===== config.mk =====
export PLATFORM = sky130hd
export DESIGN_NAME = button_conditioner
export DESIGN_NICKNAME = d
export VERILOG_FILES = /design/src/rtl/button_conditioner.sv
export SDC_FILE = /design/constraint.sdc
export NUM_CORES = 1
export LEC_CHECK = 0
export ABC_AREA = 1
export CAP_MARGIN = 20
export CORE_ASPECT_RATIO = 1.75
export CORE_MARGIN = 4
export CORE_UTILIZATION = 55
export DETAILED_ROUTE_END_ITERATION = 8
export PLACE_DENSITY_LB_ADDON = 0.05
export SYNTH_ARGS = -nofsm -noshare
export SYNTH_HDL_FRONTEND = slang
export SYNTH_SLANG_ARGS = --single-unit

===== constraint.sdc =====
create_clock -name clk_clk -period 7.1 [get_ports clk_clk]
set_input_delay 0.71 -clock clk_clk [delete_from_list [all_inputs] [get_ports clk_clk]]
set_output_delay 0.71 -clock clk_clk [all_outputs]
set_load 0.02 [all_outputs]

===== src/rtl/button_conditioner.sv =====
// button_conditioner: synchronizes and debounces the active-low KEY pushbuttons, then
// produces a clean PIO level plus one-cycle press, release and optional auto-repeat pulses.
//
// Ports:
//   clk_clk            system clock (50 MHz domain)
//   reset_reset        asynchronous active-high reset
//   key_raw            raw board KEY pins, active-low, asynchronous to clk_clk
//   pushbuttons_export debounced level in board polarity (0 = pressed), to the PIO
//   pressed_pulse      1-cycle pulse when a debounced level goes 1->0
//   released_pulse     1-cycle pulse when a debounced level goes 0->1
//   repeat_pulse       1-cycle auto-repeat pulse while a button stays held
//
// Build option: define BUTTON_AUTOREPEAT_EN to build the per-channel repeat FSMs;
// without it repeat_pulse is tied to 0 and no repeat logic exists.
module button_conditioner #(
  parameter int NUM_BUTTONS         = 4,
  parameter int DEBOUNCE_CYCLES     = 1000000,
  parameter int REPEAT_DELAY_CYCLES = 25000000,
  parameter int REPEAT_RATE_CYCLES  = 5000000
) (
  input  logic                   clk_clk,
  input  logic                   reset_reset,
  input  logic [NUM_BUTTONS-1:0] key_raw,
  output logic [NUM_BUTTONS-1:0] pushbuttons_export,
  output logic [NUM_BUTTONS-1:0] pressed_pulse,
  output logic [NUM_BUTTONS-1:0] released_pulse,
  output logic [NUM_BUTTONS-1:0] repeat_pulse
);
  localparam int DW = $clog2(DEBOUNCE_CYCLES);
  localparam logic [DW-1:0] DB_LAST = DW'(DEBOUNCE_CYCLES - 1);
  if (DEBOUNCE_CYCLES < 2) begin : g_bad_debounce
    $error("DEBOUNCE_CYCLES must be at least 2");
  end
  if (REPEAT_DELAY_CYCLES < 1 || REPEAT_RATE_CYCLES < 1) begin : g_bad_repeat
    $error("repeat intervals must be at least 1 cycle");
  end
  logic [NUM_BUTTONS-1:0] r_s1, r_s2;
  logic [DW-1:0]          r_db_cnt [NUM_BUTTONS];
  logic [NUM_BUTTONS-1:0] w_flip, w_press, w_release;
  // A channel flips on the edge where its mismatch has persisted for DEBOUNCE_CYCLES edges.
  always_comb begin
    w_flip = '0;
    for (int n = 0; n < NUM_BUTTONS; n++)
      w_flip[n] = (r_s2[n] != pushbuttons_export[n]) && (r_db_cnt[n] == DB_LAST);
  end
  assign w_press   = w_flip & ~r_s2;
  assign w_release = w_flip & r_s2;
  always_ff @(posedge clk_clk or posedge reset_reset)
    if (reset_reset) begin
      r_s1               <= '1;
      r_s2               <= '1;
      pushbuttons_export <= '1;
      pressed_pulse      <= '0;
      released_pulse     <= '0;
      for (int n = 0; n < NUM_BUTTONS; n++) r_db_cnt[n] <= '0;
    end else begin
      r_s1               <= key_raw;
      r_s2               <= r_s1;
      pushbuttons_export <= pushbuttons_export ^ w_flip;
      pressed_pulse      <= w_press;
      released_pulse     <= w_release;
      for (int n = 0; n < NUM_BUTTONS; n++)
        r_db_cnt[n] <= (r_s2[n] == pushbuttons_export[n] || w_flip[n]) ? '0 : r_db_cnt[n] + DW'(1);
    end
`ifdef BUTTON_AUTOREPEAT_EN
  localparam int RMAX = (REPEAT_DELAY_CYCLES > REPEAT_RATE_CYCLES) ? REPEAT_DELAY_CYCLES : REPEAT_RATE_CYCLES;
  localparam int RW = (RMAX > 1) ? $clog2(RMAX) : 1;
  localparam logic [RW-1:0] DELAY_LAST = RW'(REPEAT_DELAY_CYCLES - 1);
  localparam logic [RW-1:0] RATE_LAST  = RW'(REPEAT_RATE_CYCLES - 1);
  typedef enum logic [1:0] {IDLE, DELAY, REPEAT} rpt_state_t;
  rpt_state_t      r_state   [NUM_BUTTONS];
  logic [RW-1:0]   r_rpt_cnt [NUM_BUTTONS];
  // Release is checked first so it wins over a coincident terminal count.
  always_ff @(posedge clk_clk or posedge reset_reset)
    if (reset_reset) begin
      repeat_pulse <= '0;
      for (int n = 0; n < NUM_BUTTONS; n++) begin
        r_state[n]   <= IDLE;
        r_rpt_cnt[n] <= '0;
      end
    end else begin
      for (int n = 0; n < NUM_BUTTONS; n++) begin
        repeat_pulse[n] <= 1'b0;
        if (w_release[n]) begin
          r_state[n]   <= IDLE;
          r_rpt_cnt[n] <= '0;
        end else begin
          case (r_state[n])
            IDLE: if (w_press[n]) begin
              r_state[n]   <= DELAY;
              r_rpt_cnt[n] <= '0;
            end
            DELAY: if (r_rpt_cnt[n] == DELAY_LAST) begin
              repeat_pulse[n] <= 1'b1;
              r_state[n]      <= REPEAT;
              r_rpt_cnt[n]    <= '0;
            end else r_rpt_cnt[n] <= r_rpt_cnt[n] + RW'(1);
            REPEAT: if (r_rpt_cnt[n] == RATE_LAST) begin
              repeat_pulse[n] <= 1'b1;
              r_rpt_cnt[n]    <= '0;
            end else r_rpt_cnt[n] <= r_rpt_cnt[n] + RW'(1);
            default: r_state[n] <= IDLE;
          endcase
        end
      end
    end
`else
  assign repeat_pulse = '0;
`endif
endmodule

== Word level (Yosys, flattened, before mapping) ==
Cells that the tools add are included.

* Output and inout port bits: 16
* Bits in registers: 100

* Muxes and demuxes: 4
* Equal/unequal tests: 12
* Bitwise gates (word level): 4
* Add/sub/neg operators: 4
* Reduce and logical (&&, ||, !) cells: 8

{| class="wikitable"
|+ Operators by type and width
! kind !! number
|-
| 20-bit by 1-bit adder with 20-bit output, second input constant || 4
|-
| 20-bit == test, second input constant || 4
|-
| 20-bit 2-to-1 mux || 4
|-
| 4-bit bitwise AND || 2
|-
| 1-bit == test || 4
|-
| 1-bit logical AND || 4
|-
| 1-bit logical OR || 4
|-
| 1-bit inequality test || 4
|-
| 4-bit NOT || 1
|-
| 4-bit bitwise XOR || 1
|}

== Longest topological paths before layout ==
* Word-level depth: 4
* Depth in mapped cells: 9

== Least setup slack after synthesis ==
OpenSTA, ideal clock, no wires.

* Kind: register to register
* Start: register r_db_cnt[20] (netlist bit)
* End: register r_db_cnt[35] (netlist bit)
* Cell stages (with the launch flop): 8
* Arrival: 1,287 ps
* Data required time: 6,984 ps
* Setup slack: 5,697 ps
* Path buffers: 1
* Path through: dfrtp_1 > ha_1 > nand3_1 > nor2_2 > nand3_4 > nand2_4 > buf_6 > nor2_1

* Cells in the longest elaborated chain, start to end: 4
* Elaborated cells between the ends (all ways): 5
* Those cells by class: add/sub: 1; eq/ne: 1; mux: 1; reduce/logical: 2

{| class="wikitable"
|+ Ends and longest elaborated chain
! item !! line !! source
|-
| start, declared || 38 || <nowiki>logic [DW-1:0] r_db_cnt [NUM_BUTTONS];</nowiki>
|-
| start signal, assigned by index || 63 || <nowiki>r_db_cnt[n] <= (r_s2[n] == pushbuttons_export[n] || w_flip[n]) ? '0 : r_db_cnt[n] + DW'(1);</nowiki>
|-
| parallel branches: the longest is 3 deep, another holds 20-bit by 1-bit adder with 20-bit output || n/a ||
|-
| 20-bit 2-to-1 mux (*) || 63 ||
|}

Every way passes the cells marked *.

==> results by group <==
Status
  • Status: finished, final reports clean

Logic synthesis
  • Synthesized area per cell: 7.96 sq um
  • FF+latch count, synth: 100
  • Post-Synth XOR/XNOR Area: 0.0855
  • Synth Area in Simple Gates: 0.343
  • Synth Area in Compound Gates: 0.0182
  • Top cells by area, synth: dfrtp_1, nor2_1, nand2_1
  • Gate Count Post-Synth: between 600 and 700
  • Post-synth EDFFs: 0
  • Number of synthesis warnings: 0
  • Sequential share of the synthesized area: 0.482
  • Post-synth ARST share: 1.00
  • Largest family of logic cells by synthesized area: simple AND/OR/NAND/NOR gates
  • Mux cell area share after synthesis: 0
  • Post-synth cell types: 28
  • Post-Syn Area: 5220 sq um
  • Synth top area share: 0.422
  • Post-synthesis adder-cell area fraction: 0.00958
  • Leading area contributor after synthesis: dfrtp_1
  • Synth Flop Type: dfrtp_1

Clocking
  • CTS root buffer: clkbuf_16
  • H-tree levels: 3
  • CTS resizes: 0
  • Worst-Skew Late Latency: roughly 0.34 ns
  • Clock tree sinks: 100
  • Inserted Clock Buffers: 9
  • # hold bufs at CTS: 0
  • CTS clk-pin slew, worst paths: 0.07 ns
  • CTS tree: done
  • Post-CTS Setup Inserts: 0
  • Worst-case clock buffer depth: 2

Timing
  • RSZ-0062 raised after global routing: false
  • Setup TNS: 0 ns
  • Setup skew after layout: 0.00938 ns
  • Setup violations, final: 0
  • Final Hold Vio Count: 0
  • Slew margin rel.: 0.487
  • Period utilization: 0.312
  • Fmax: 0.451 GHz
  • Fin crit period: 2.22 ns
  • Max Slew Vio Count: 0
  • Hold slack final: 0.344 ns
  • Worst slew pin tran: 0.769 ns

Cells and area
  • Area delta synth->final: 10.3%
  • Final Cell Area: 5760 sq um
  • Final Core Density: 0.629
  • ANT cells: 0
  • Total Nets Final: 689
  • Ratio of cells with drive above 1 in the final layout: 0.0746
  • Fillcell total: 818

Critical path
  • Worst-path fanout max: 4
  • Worst path arrival time: 1.51 ns
  • Critical path, cell by cell: clkdlybuf4s50_1
  • Critical Path Sink Type: primary output
  • Cell family with most CP delay: buffers and inverters
  • CP max stage delay: 0.61 ns
  • CP startpoint kind: flip-flop
  • Worst Path Required: about 6.4 ns
  • Worst Setup Path Type: flip-flop to primary output
  • CP bufs+invs: 1
  • Crit-path slowest cell: clkdlybuf4s50_1

Detailed routing
  • DR vias/cell: between 5 and 6
  • Antenna Nets Post-Route: 0
  • Vias: 4061
  • 1st-iter DRT viols: 172
  • Initial DRT Pass Iterations: 4
  • Final Routed Wirelength: 9.87 mm
  • Drt wl/cell: 12.3 microns
  • Number of remaining DRC errors: 0

GRT
  • GRT Resource Usage Total: 0.203
  • Initial antenna violation count: 0
  • Largest net degree at the start of global routing: 63
  • First-pass GRT wire length: 17.8 mm
  • Vias in the first global route: 4058
  • Grt ovf: 0

Placed design
  • DP Area: roughly 5500 sq um
  • Port bufs: 17
  • GP Congestion: 0.907
  • Detail Placement HPWL: between 7 and 8 mm

Floorplan
  • Die area: 11200 sq um
  • Initial Utilization: 0.571
  • Rows: 46
  • Die height: 137 microns
  • Core area: 9150 sq um
  • DIE WIDTH: 81.7 microns
  • I/O Pins: 22

Power
  • VDD IR max: 0.129 mV
  • Cell Pwr Density: 192 nW/um^2
  • Static leakage: 2.40 nW

Flow run
  • Max Cap Violations: 0

Min path
  • Hold Crit Class: flip-flop to flip-flop
==> cell type report <==
| type | instances | area, sq um | area share |
|---|---|---|---|
| clock buffer | 14 | 254 | 0.0441 |
| clock inverter | 2 | 35.0 | 0.00608 |
| inverter | 60 | 228 | 0.0395 |
| multi-input combinational | 490 | 2400 | 0.416 |
| sequential | 100 | 2520 | 0.437 |
| tap | 120 | 150 | 0.0261 |
| timing repair buffer | 18 | 178 | 0.0308 |
==> placed cells by master (no fill, tap or decap), drive strengths merged, types with 4 or more instances in the layout <==
cell,synthesis,routed
a21oi,8,8
ha,4,4
inv,60,60
nand3,56,56
nand2,151,151
dfrtp,88,88
conb,1,4
clkdlybuf4s50,0,17
xnor2,19,19
dfstp,12,12
nand4,9,9
clkbuf,0,14
xor2,32,32
o21bai,6,6
nor2,193,193
==> power breakdown <==
| part | switching, mW | leakage, nW | internal (mW) |
|---|---|---|---|
| clock network | 0.200 | 0.141 | 0.283 |
| logic | 0.0276 | 0.915 | 0.0105 |
| registers | 0.00758 | 1.35 | 0.579 |
| total | 0.235 | 2.40 | 0.873 |
==> cells by family after synthesis <==
family,count (synthesis)
simple gates,415
flops,100
buf+inv,69
xor+xnor,51
compound gates,16
fa+ha+maj,4
other cells,1
==> metrics by stage <==
step	power [mW]	cells	setup WS, ns
6_report	1.11	804	4.88
2_1_floorplan	0.629	659	3.79
4_1_cts	1.12	804	4.86
3_3_place_gp	0.636	788	4.81
3_5_place_dp	0.637	788	4.76
5_1_grt	1.15	804	4.83
==> state kept, by name, summed over array words and instances (netlist names), named ones only <==
register	count
pressed_pulse	4
r_db_cnt	80
r_s1	4
r_s2	4
released_pulse	4
==> synthesized netlist by cell type (4+ instances only) <==
master	instances
nand3_1	49
a21oi_1	8
xor2_1	32
inv_1	59
nor2_2	8
nor2_1	182
o21bai_1	6
buf_6	4
dfrtp_1	88
nand3_2	4
buf_4	4
xnor2_1	19
dfstp_2	12
ha_1	4
nand2_1	146
nand4_1	9
==> final timing paths <==
check                                  from  slack [ns]                     to  cells after the start
worst max-delay path              flip-flop        4.88  pushbuttons_export[3]                      1
worst min-delay path                r_s1[0]        0.34                r_s2[0]                      0
worst max register to register  r_db_cnt[0]        5.38           r_db_cnt[18]                      8
worst min register to register      r_s1[0]        0.34                r_s2[0]                      0
max in group asynchronous       reset_reset        5.23           r_db_cnt[46]                      3
min in group asynchronous       reset_reset        0.74            r_db_cnt[1]                      2
==> metal layers <==
metal / track usage / vias up / part of all wire
met3: 0.0303 / 17 / 0.020
met5: 0 / - / 0
met2: 0.359 / 44 / 0.52
met1: 0.239 / 1929 / 0.43
met4: 0.0896 / 0 / 0.025
li1: - / 2071 / -
Note: power is estimated with default switching activity, not from simulation.
==> variant 1: new RTL, same flow settings <==
Register the output `pushbuttons_export` once more, cleared by the reset; this adds one clock of latency there. The other outputs are not delayed to match.
--- a/src/rtl/button_conditioner.sv
+++ b/src/rtl/button_conditioner.sv
@@ -30,2 +30,4 @@
   localparam logic [DW-1:0] DB_LAST = DW'(DEBOUNCE_CYCLES - 1);
+
+  logic [NUM_BUTTONS-1:0] pushbuttons_export_s0;
   if (DEBOUNCE_CYCLES < 2) begin : g_bad_debounce
@@ -43,3 +45,3 @@
     for (int n = 0; n < NUM_BUTTONS; n++)
-      w_flip[n] = (r_s2[n] != pushbuttons_export[n]) && (r_db_cnt[n] == DB_LAST);
+      w_flip[n] = (r_s2[n] != pushbuttons_export_s0[n]) && (r_db_cnt[n] == DB_LAST);
   end
@@ -51,3 +53,3 @@
       r_s2               <= '1;
-      pushbuttons_export <= '1;
+      pushbuttons_export_s0 <= '1;
       pressed_pulse      <= '0;
@@ -58,3 +60,3 @@
       r_s2               <= r_s1;
-      pushbuttons_export <= pushbuttons_export ^ w_flip;
+      pushbuttons_export_s0 <= pushbuttons_export_s0 ^ w_flip;
       pressed_pulse      <= w_press;
@@ -62,3 +64,3 @@
       for (int n = 0; n < NUM_BUTTONS; n++)
-        r_db_cnt[n] <= (r_s2[n] == pushbuttons_export[n] || w_flip[n]) ? '0 : r_db_cnt[n] + DW'(1);
+        r_db_cnt[n] <= (r_s2[n] == pushbuttons_export_s0[n] || w_flip[n]) ? '0 : r_db_cnt[n] + DW'(1);
     end
@@ -109,2 +111,10 @@
 `endif
+  always_ff @(posedge clk_clk or posedge reset_reset) begin
+    if (reset_reset) begin
+      pushbuttons_export <= '0;
+    end else begin
+      pushbuttons_export <= pushbuttons_export_s0;
+    end
+  end
+
 endmodule
Function: changed (Yosys sat finds a counterexample within 4 cycles, from zero or initial values and one cycle with reset_reset high).
==> variant 1 against the unedited design <==
Power grew 6.8%; combinational power increased by 1%; clock power is 11% higher; design area is 2.3% higher; non-clock buffer count is the same; wire length about the same; critical path depth is the same; sequential cell count up 4; synthesized cell count rose by 0.61%; largest power group unchanged; sequential share of layout area grew 0.71 points; synthesized area up 1.9%; critical path type unchanged; setup slack better by 230 ps; register-to-register slack about the same.
==> variant 1: results (changes against the unedited design) <==
Status
  • Status: completed

Clocking
  • Post-CTS sizing: 0 (unchanged)
  • Clk slew on worst S/H paths: 80 ps
  • Clock Tree Buf Depth: 2 (unchanged)
  • Setup Fix Bufs, Post-CTS: 0 (unchanged)
  • H-tree levels: 3 (unchanged)
  • Worst-skew pair later-pin latency: 350 ps
  • CTS Buf Count: 9 (unchanged)
  • CTS Root Cell: clkbuf_16

Finish
  • Max reg flops: 80 (unchanged)
  • Non-Filler Instances: 810 (+0.75%)
  • Biggest register: r_db_cnt
  • Fill count: 848 (+3.7%)
  • Ant. Diodes: 0 (unchanged)
  • Final net count: 693 (+0.58%)
  • Share of cells above drive strength 1: 7.85% (+0.39 points)

Placement
  • GPL Wtd Cong: 0.924 (+1.9%)
  • Hpwl dp: 7120 um (-1.8%)
  • I/O Buffers: 17 (unchanged)
  • Cells after DPL: 794 (+0.76%)

Worst hold path
  • Hold Crit Class: reg -> reg

Worst setup path
  • CP arrival: 1280 ps (-230 ps)
  • Crit Path Max Fanout: 1 (-3)
  • Slowest CP cell: clkdlybuf4s50_1
  • Kind of cell adding the most delay to the critical path: buffers and inverters
  • Crit path largest cell delay: 590 ps (-20 ps)
  • Count of cells along the worst register-to-register path: 8 (unchanged)
  • Startpoint Class: flip-flop

Detailed routing
  • Final ANT Viol Nets: 0 (unchanged)
  • Drt first-iter violations: 183 (+6.4%)
  • Met3 WL: 244 um (+21%)
  • DR pass1 iterations: 4 (unchanged)
  • M1 WL: 4060 um (-4.5%)
  • Routed wire length: 9880 um (about the same)
  • WL met2: 5360 um (+3.5%)
  • Vias: 4,088 (+0.66%)

Synth
  • Unique cell type count in the Yosys netlist: 28 (unchanged)
  • YS warnings: 0 (unchanged)
  • Cell count after synthesis: 660 (+0.61%)
  • Top cells by area, synth: dfrtp_1 (43%), nor2_1 (13%), nand2_1 (10%)
  • Register area share after synthesis: 49.2% (+0.97 points)
  • Most used DFF post-synth: dfrtp_1
  • Commonest cells in the netlist: nor2_1 (182), nand2_1 (146), dfrtp_1 (92)

GRT
  • Total GRT Usage: 19.2% (-1.2 points)
  • GR Layer Usage met1: 22.4% (-1.4 points)
  • Largest net degree at the start of global routing: 76 (+21%)
  • Initial antenna violation count: 0 (unchanged)
  • Met2 usage: 33.6% (-2.3 points)
  • Global-route wire length before repair: 17,400 um (-1.8%)
  • M3 GR Usage: 3.84% (+0.81 points)
  • Overflow after GRT: 0 (unchanged)

Power and ir drop
  • Max IR drop VDD: 0.000143 V (+11%)
  • Leak: 2.47 nW (+3.0%)

Timing
  • Final setup violation count: 0 (unchanged)
  • Clock Skew: 11.0 ps (+1.59 ps)
  • Worst slew pin tran: 911 ps (+142 ps)
[variant 1: changes by cell type after synthesis]
cell     change
dfrtp_1      +4
[variant 1: kinds of logic after synthesis]
group                    count (synthesis)  share of synthesized area, %
adder cells (fa/ha/maj)                  4                         0.940
XOR/XNOR                                51                          8.39
other                                    1                        0.0704
buffers and inverters                   69                          6.02
flip-flops                             104                          49.2
AO/OA/AOI/OAI                           16                          1.79
AND/OR/NAND/NOR                        415                          33.6
[variant 1: metrics by stage]
stage	cell area, um2	setup slack (ps)
finish	5890	5110
floorplan	5340	3680
global placement	5570	4750
CTS	5890	5090
global route	5890	4900
detailed placement	5570	4700
[variant 1: path summary, 6_finish.rpt]
| check | start | to | slack (ps) |
|---|---|---|---|
| max in group asynchronous | reset_reset | r_db_cnt[13]$_DFF_PP0_ | 5180 |
| min reg2reg | r_s1[3]$_DFF_PP1_ | r_s2[3]$_DFF_PP1_ | 350 |
| max reg2reg | r_db_cnt[0]$_DFF_PP0_ | r_db_cnt[14]$_DFF_PP0_ | 5370 |
| min in group asynchronous | reset_reset | released_pulse[2]$_DFF_PP0_ | 690 |
| max | pressed_pulse[3]$_DFF_PP0_ | pressed_pulse[3] | 5110 |
| min | r_s1[3]$_DFF_PP1_ | r_s2[3]$_DFF_PP1_ | 350 |
[variant 1: power by group]
group          internal (W)  switching [W]
Combinational     0.0000106      0.0000279
Sequential         0.000602     0.00000785
Clock              0.000312       0.000223
[variant 1: final cells by class]
class	count	area, um2	share of cell area (%)
sequential	104	2620	44.4
multi-input combinational	490	2400	40.7
clock buffer	10	229	3.89
inverter	60	228	3.86
timing repair buffer	18	178	3.01
tap	122	153	2.59
clock inverter	6	91.3	1.55
==> variant 2: new RTL, same flow settings <==
Made on the original files. Add a define of `BUTTON_AUTOREPEAT_EN`.
--- a/src/rtl/button_conditioner.sv
+++ b/src/rtl/button_conditioner.sv
@@ -14,2 +14,4 @@
 // without it repeat_pulse is tied to 0 and no repeat logic exists.
+`define BUTTON_AUTOREPEAT_EN
+
 module button_conditioner #(
Check against the original RTL: no difference found for any inputs over 10 cycles, from zero or initial values and one cycle with reset_reset high; that may be too few to reach the edited logic, so the function may still have changed.
==> variant 2 against the unedited design <==
Register-to-register slack got worse by 1100 ps; fmax down 22%; synthesized area increased to 2.6 times the old value; sequential cell count rose by 112; design area increased to 2.6 times the old value; clock skew is 6.1 ps higher; setup slack worse by 640 ps; first-iteration DRC count rose to 3.7 times the old value; count of clock-buffer cells in the layout increased by 23; wire length grew to 3.4 times the old value; power grew 120%; hold slack gained 6.9 ps; largest power group unchanged.
==> variant 2: results (changes against the unedited design) <==
Placement
  • GPL Wtd Cong: 0.915 (+0.84%)
  • Cells after DPL: 2,292 (+190%)
  • I/O Buffers: 21 (+4)
  • Dpl cell area: 14,100 um2 (+160%)

Clocking
  • Worst-skew pair later-pin latency: 520 ps (+180 ps)
  • Clock Tree Buf Depth: 3 (+1)

GRT
  • M3 GR Usage: 2.44% (-0.59 points)
  • Vias in the first global route: 12,614 (+210%)
  • GR Layer Usage met1: 26.3% (+2.4 points)
  • Global-route wire length before repair: 57,200 um (+220%)
  • Total GRT Usage: 24.6% (+4.3 points)
  • Met2 usage: 47.5% (+12 points)
  • Largest net degree at the start of global routing: 90 (+43%)

Finish
  • Share of cells above drive strength 1: 5.45% (-2.0 points)
  • Finished Cell Area: 14,800 um2 (+160%)
  • Fill count: 2,350 (+190%)

Detailed routing
  • Drt first-iter violations: 639 (+270%)
  • Via density: 5.38 (+6.5%)
  • DR pass1 iterations: 6 (+2)
  • Routed WL per cell: 14.3 um (+16%)

Worst setup path
  • Kind of cell adding the most delay to the critical path: simple AND/OR/NAND/NOR gates
  • CP arrival: 3300 ps (+1790 ps)
  • Slowest CP cell: nand3_1
  • Crit Path Max Fanout: 20 (+16)

Power and ir drop
  • Leak: 6.98 nW (+190%)
  • Max IR drop VDD: 0.000303 V (+140%)

Synth
  • Commonest cells in the netlist: nand2_1 (565), nor2_1 (317), inv_1 (252)
  • Unique cell type count in the Yosys netlist: 49 (+75%)
  • Adder-Cell Fraction of Synth Area: 2.19% (+1.2 points)
  • Register area share after synthesis: 38.9% (-9.3 points)
  • Synth Area in XOR/XNOR: 3.97% (-4.6 points)
  • Top cells by area, synth: dfrtp_1 (37%), nand2_1 (16%), nor2_1 (8.7%)

Timing
  • Worst hold slack: 351 ps (+6.88 ps)
  • Clock Skew: 15.5 ps (+6.08 ps)
  • Tcrit/Tclk final: 40.2% (+9.0 points)

Floorplanning
  • Rows: 76 (+65%)

Status
  • Status: completed
==> variant 2: path summary, 6_finish.rpt <==
path                                   startpoint                         end  cells after the start
max                        r_db_cnt[20]$_DFF_PP0_   r_rpt_cnt[43]$_DFFE_PP0P_                     10
min                             r_s1[3]$_DFF_PP1_           r_s2[3]$_DFF_PP1_                      0
max reg2reg                r_db_cnt[20]$_DFF_PP0_   r_rpt_cnt[43]$_DFFE_PP0P_                     10
min reg2reg                     r_s1[3]$_DFF_PP1_           r_s2[3]$_DFF_PP1_                      0
max in group asynchronous             reset_reset  pressed_pulse[0]$_DFF_PP0_                      3
min in group asynchronous             reset_reset   r_rpt_cnt[34]$_DFFE_PP0P_                      2
==> variant 2: power breakdown <==
group | switching [W] | internal (W)
Clock | 0.000481 | 0.000712
Combinational | 0.0000400 | 0.0000103
Sequential | 0.00000712 | 0.00122
Total | 0.000529 | 0.00194
==> variant 2: logic make-up after synthesis <==
group                    count (synthesis)
flip-flops                             212
buffers and inverters                  299
adder cells (fa/ha/maj)                 24
XOR/XNOR                                62
AO/OA/AOI/OAI                          128
AND/OR/NAND/NOR                       1267
==> variant 2: final cells by class <==
type	count	share of cell area, %
Multi-Input combinational cell	1481	48.1
Sequential cell	212	35.9
Inverter	263	6.78
Clock buffer	37	4.51
Tap cell	312	2.64
Timing Repair Buffer	24	1.57
Clock inverter	3	0.456
==> variant 2: worst reg2reg max path: cells and delay by family (launching register included) <==
kind                       cells  cell delay, ps
adders and majority gates      1             220
buffers and inverters          1              70
DFF                            1             390
and+or+nand+nor                8            2100
==> variant 2: routing by layer <==
metal  part of all wire (%)  vias to the layer above  routed length, um
met2                     55                      234              18300
met5                      0                        -                  0
met1                     38                     5866              12800
met3                    2.7                       91                916
met4                    4.0                        0               1350
li1                       -                     6358                  -
